--- config.mk ---
export PLATFORM = sky130hd
export DESIGN_NAME = axis_chk_lfsr
export DESIGN_NICKNAME = d
export VERILOG_FILES = /design/src/rtl/axis_seq_checker_pkg.sv /design/src/rtl/axis_chk_lfsr.sv
export SDC_FILE = /design/constraint.sdc
export NUM_CORES = 1
export LEC_CHECK = 0
export CORE_MARGIN = 3
export CORE_UTILIZATION = 40
export CTS_BUF_LIST = sky130_fd_sc_hd__clkbuf_4
export CTS_CLUSTER_DIAMETER = 200
export DETAILED_ROUTE_END_ITERATION = 10
export SETUP_SLACK_MARGIN = 0.2
export SYNTH_ARGS = -nofsm -noshare
export SYNTH_HDL_FRONTEND = slang
export SYNTH_SLANG_ARGS = --single-unit
--- constraint.sdc ---
create_clock -name aclk -period 1.7 [get_ports aclk]
set_input_delay 0.34 -clock aclk [delete_from_list [all_inputs] [get_ports aclk]]
set_output_delay 0.34 -clock aclk [all_outputs]
set_load 0.03 [all_outputs]
--- src/rtl/axis_seq_checker_pkg.sv ---
// Shared types and constants for the AXI4-Stream sequence checker.
// Optional feature macro: AXIS_SEQ_CHECKER_THROTTLE_EN (LFSR throttling of tready).
package axis_seq_checker_pkg;

    typedef enum logic [1:0] {
        IDLE = 2'd0,
        RUN  = 2'd1,
        DONE = 2'd2,
        TOUT = 2'd3
    } state_t;

    localparam int          ERR_CNT_W = 16;
    localparam logic [15:0] LFSR_SEED = 16'hACE1;

    // tdest is at least one bit wide even for a single channel
    function automatic int tdest_w(input int n);
        return (n <= 1) ? 1 : $clog2(n);
    endfunction

endpackage

--- src/rtl/axis_chk_lfsr.sv ---
// 16-bit maximal-length Fibonacci LFSR (taps 16,14,13,11) used to throttle tready.
// Only instantiated when AXIS_SEQ_CHECKER_THROTTLE_EN is defined.
module axis_chk_lfsr
    import axis_seq_checker_pkg::*;
(
    input  logic aclk,
    input  logic aresetn,
    input  logic load,
    input  logic en,
    output logic bit_out
);

    logic [15:0] lfsr_q;

    // reseed on a new run so every run sees the same throttle pattern
    always_ff @(posedge aclk or negedge aresetn) begin
        if (!aresetn) begin
            lfsr_q <= LFSR_SEED;
        end else if (load) begin
            lfsr_q <= LFSR_SEED;
        end else if (en) begin
            lfsr_q <= {lfsr_q[14:0], lfsr_q[15] ^ lfsr_q[13] ^ lfsr_q[12] ^ lfsr_q[10]};
        end
    end

    assign bit_out = lfsr_q[0];

endmodule

Yosys cells after proc, flatten, opt, wreduce, memory -nomap -nowiden
Index checks and enable logic that the tools add are counted.
- mux-type cells: 2
- bitwise operators: 3
- reductions and logical operators: 1
- operator list (operator ; count):
    $mux 16 ; 2
    $xor 1x1->1 ; 3
    $reduce_bool 2->1 ; 1
- flip-flop bits (word level): 16
- input port bits: 4
- output and inout bits: 1
- word-level logic and storage cells: 7

Logic depth before layout (Yosys ltp)
- depth after elaboration: 5
- mapped depth: 4

Least setup slack after synthesis
OpenSTA, ideal clock, no wires.
- path kind: flip-flop to flip-flop
- start point: reg lfsr_q[13]
- end point: reg lfsr_q[0]
- arrival time: 861 ps
- slack: 750 ps
- cell stages (with the launch flop): 4
- path buffers: 0
- clock period less this slack: 950 ps
- cell sequence: dfstp_2 xnor2_1 xnor2_1 a31oi_1
- longest elaborated chain between the ends: 5
- RTL lines (item ; RTL line ; text):
    start, declared ; axis_chk_lfsr.sv:13 ; logic [15:0] lfsr_q;
    start signal, assigned ; axis_chk_lfsr.sv:22 ; lfsr_q <= {lfsr_q[14:0], lfsr_q[15] ^ lfsr_q[13] ^ lfsr_q[12] ^ lfsr_q[10]};
    $xor 1x1->1 (3 in series) ; axis_chk_lfsr.sv:22 ;
    $mux 16 ; axis_chk_lfsr.sv:21 ; end else if (en) begin
    $mux 16 ; axis_chk_lfsr.sv:19 ; end else if (load) begin
No other way between the ends. The select of a mux whose other input is x is not followed.
A chain may end at the register's enable or synchronous reset.

Worst setup path after layout
- start point: reg lfsr_q[0]
- end point: out bit_out
- RTL lines (item ; RTL line ; text):
    end, declared ; axis_chk_lfsr.sv:10 ; output logic bit_out
No word-level cell between the ends.

==> impl_metrics.ini <==
[timing]
relSlewSlack_pct = 81.96
rsz0062_at_grt = false
finalCriticalPeriod_ns = 1.363
fin_crit_sh_pct = 80.17
fmax_ghz = 0.7338
fin_worst_skew_ns = 0.004112
hold_viol_final = 0
finalSetupTns_ns = 0
setup_viol = 0
holdWs_ns = 0.3562
slew_viol_final = 0
tightest_slew_ns = 0.2703

[synth]
synth_top_area_share_pct = 30.49
synth_top_family_by_area = multiplexers
synth_compound_area_share_pct = 0.9074
synth-xor-area-share_pct = 3.811
synth-seq-area-share_pct = 59.53
synthAdderAreaFrac_pct = 0
synth_cell_types = 12
syn_inst = 55
syn_nets = 59
muxShareOfSynthArea_pct = 21.78
yosysWarnings = 0
synthSimpleGateAreaFrac_pct = 8.893
syn_avg_cell_area_um2 = 12.53
ys_seq_elements = 16
syn_area_um2 = 689.4
synthTopCellsByArea = dfstp_2 (30%), dfrtp_1 (29%), mux2i_1 (22%)
synth_top_area_cell = dfstp_2

[cells_and_area]
drive_above_1_share_pct = 23.81
largestRegisters = lfsr_q (16)
final_common_cell = mux2i_1
final_cell_mix = mux2i_1 (15), nor2_1 (8), dfstp_2 (8), dfrtp_1 (8), nand2_1 (7)
antenna_cells = 0
largest_reg_flops = 16
fill_cells = 150
nets = 68
area_growth_pct = 12.34
layoutNonFillerInstCount = 79
final_core_util_pct = 49.68
largest-register = lfsr_q

[drt]
ant_nets = 0
vias = 399
drtIter0Drc = 4
firstDrtPassIters = 4
route.detailed.drc = 0
wirelength_mm = 1.031
wl_per_cell_um = 13.05
via_per_inst = 5.051

[clock_tree]
cts-hold-fix-buffers = 0
cts_root_buf = clkbuf_4
clk_latency_ns = 0.29
cts_buffers = 3
htree_levels = 1
clkSinkCount = 16
cts_tree = yes
clk_pin_slew_ns = 0.09
clock_path_buffers = 2

[floorplanning]
start_util_pct = 44.22
die_area_mm2 = 0.002258
num_io_pins = 5
die_w_um = 47.52
core_mm2 = 0.001559
rows = 14
chipHeight_um = 47.52

[power]
power.density_mw_per_mm2 = 949.8
leakage_nw = 0.3682
peakVddDrop_v = 0.0004990

[global_routing]
grt_max_degree = 18
track_usage_pct = 12.26
grt_pass1_wl_mm = 1.856
grt_pass1_vias = 433
antenna_found_initial = 0
grt_overflow = 0

[setup_path]
worst-path-max-fanout = 3
start_kind = flip-flop
worstPathArrival_ns = 1.02
cp-startpoint = lfsr_q[0]$_DFFE_PN1P_
crit_type = reg -> out
slowest_stage = dfstp_2
cp_top_family = flip-flops
slowest_delay_ns = 0.55
crit_chain = buf_2
crit_buf_inv = 1
crit_path_end_kind = output pin
reg2reg_from = lfsr_q[15]$_DFFE_PN1P_
cp_data_required_time_ns = 1.36

[min_path]
hp-class = in -> async

[placed_design]
portBuffers = 4
place.gp.congestion = 0.6281
place_hpwl_um = 724
dp.cells = 75

[run]
maxCapViolations = 0

[outcome]
status = completed
[power breakdown]
group	switching [mW]	leakage (nW)	internal, mW
Sequential	0.0166	0.190	0.417
Combinational	0.0512	0.163	0.0493
Clock	0.116	0.0154	0.0853
Total	0.184	0.368	0.551
[final timing paths]
kind                            slack (ns)                     end  cells past startpoint
worst max-delay path                  0.34                 bit_out                      1
worst min-delay path                  0.36   lfsr_q[9]$_DFFE_PN0P_                      2
worst max register to register        0.70   lfsr_q[0]$_DFFE_PN1P_                      3
worst min register to register        0.51  lfsr_q[10]$_DFFE_PN1P_                      2
max in group asynchronous             1.10   lfsr_q[0]$_DFFE_PN1P_                      2
min in group aclk                     0.51  lfsr_q[10]$_DFFE_PN1P_                      2
[per-stage QoR]
stage	instance area (um2)	worst slack [ns]	total power, mW
after global routing	774.5	0.3015	0.7785
after floorplan	689.4	0.7500	0.5103
after CTS	780.7	0.2245	0.7507
after detailed placement	753.2	0.1765	0.5456
after global placement	753.2	0.1863	0.5430
final	774.5	0.3371	0.7356
[layout make-up]
| cell class | count | area (um2) | area share, % |
|---|---|---|---|
| clock buffer | 3 | 22.52 | 2.908 |
| clock inverter | 1 | 3.754 | 0.4847 |
| inverter | 1 | 3.754 | 0.4847 |
| multi-input combinational | 35 | 244.0 | 31.50 |
| sequential | 16 | 410.4 | 52.99 |
| tap | 16 | 20.02 | 2.585 |
| timing repair buffer | 7 | 70.07 | 9.047 |
[per-layer routing]
metal / global-route usage (%) / wire (um)
met5: 0 / 0
met4: 8.287 / 17
met3: 2.256 / 36
met2: 19.25 / 502
met1: 15.24 / 474
[synth_stat cells]
cell,n
buf_6,1
buf_8,1
nand2_1,7
nor3_1,1
inv_1,1
dfstp_2,8
a31oi_1,1
clkbuf_2,1
mux2i_1,15
nor2_1,8
xnor2_1,3
dfrtp_1,8
[timing repair]
item                                    CTS  global route
endpoints found under the setup margin    1             1
resized for setup                         3             2
setup buffers                             0             0
[kinds of logic after synthesis]
group	count (synthesis)
flops	16
simple gates	16
mux	15
buf+inv	4
xor+xnor	3
compound gates	1
Power figures use the tool's default switching activity.
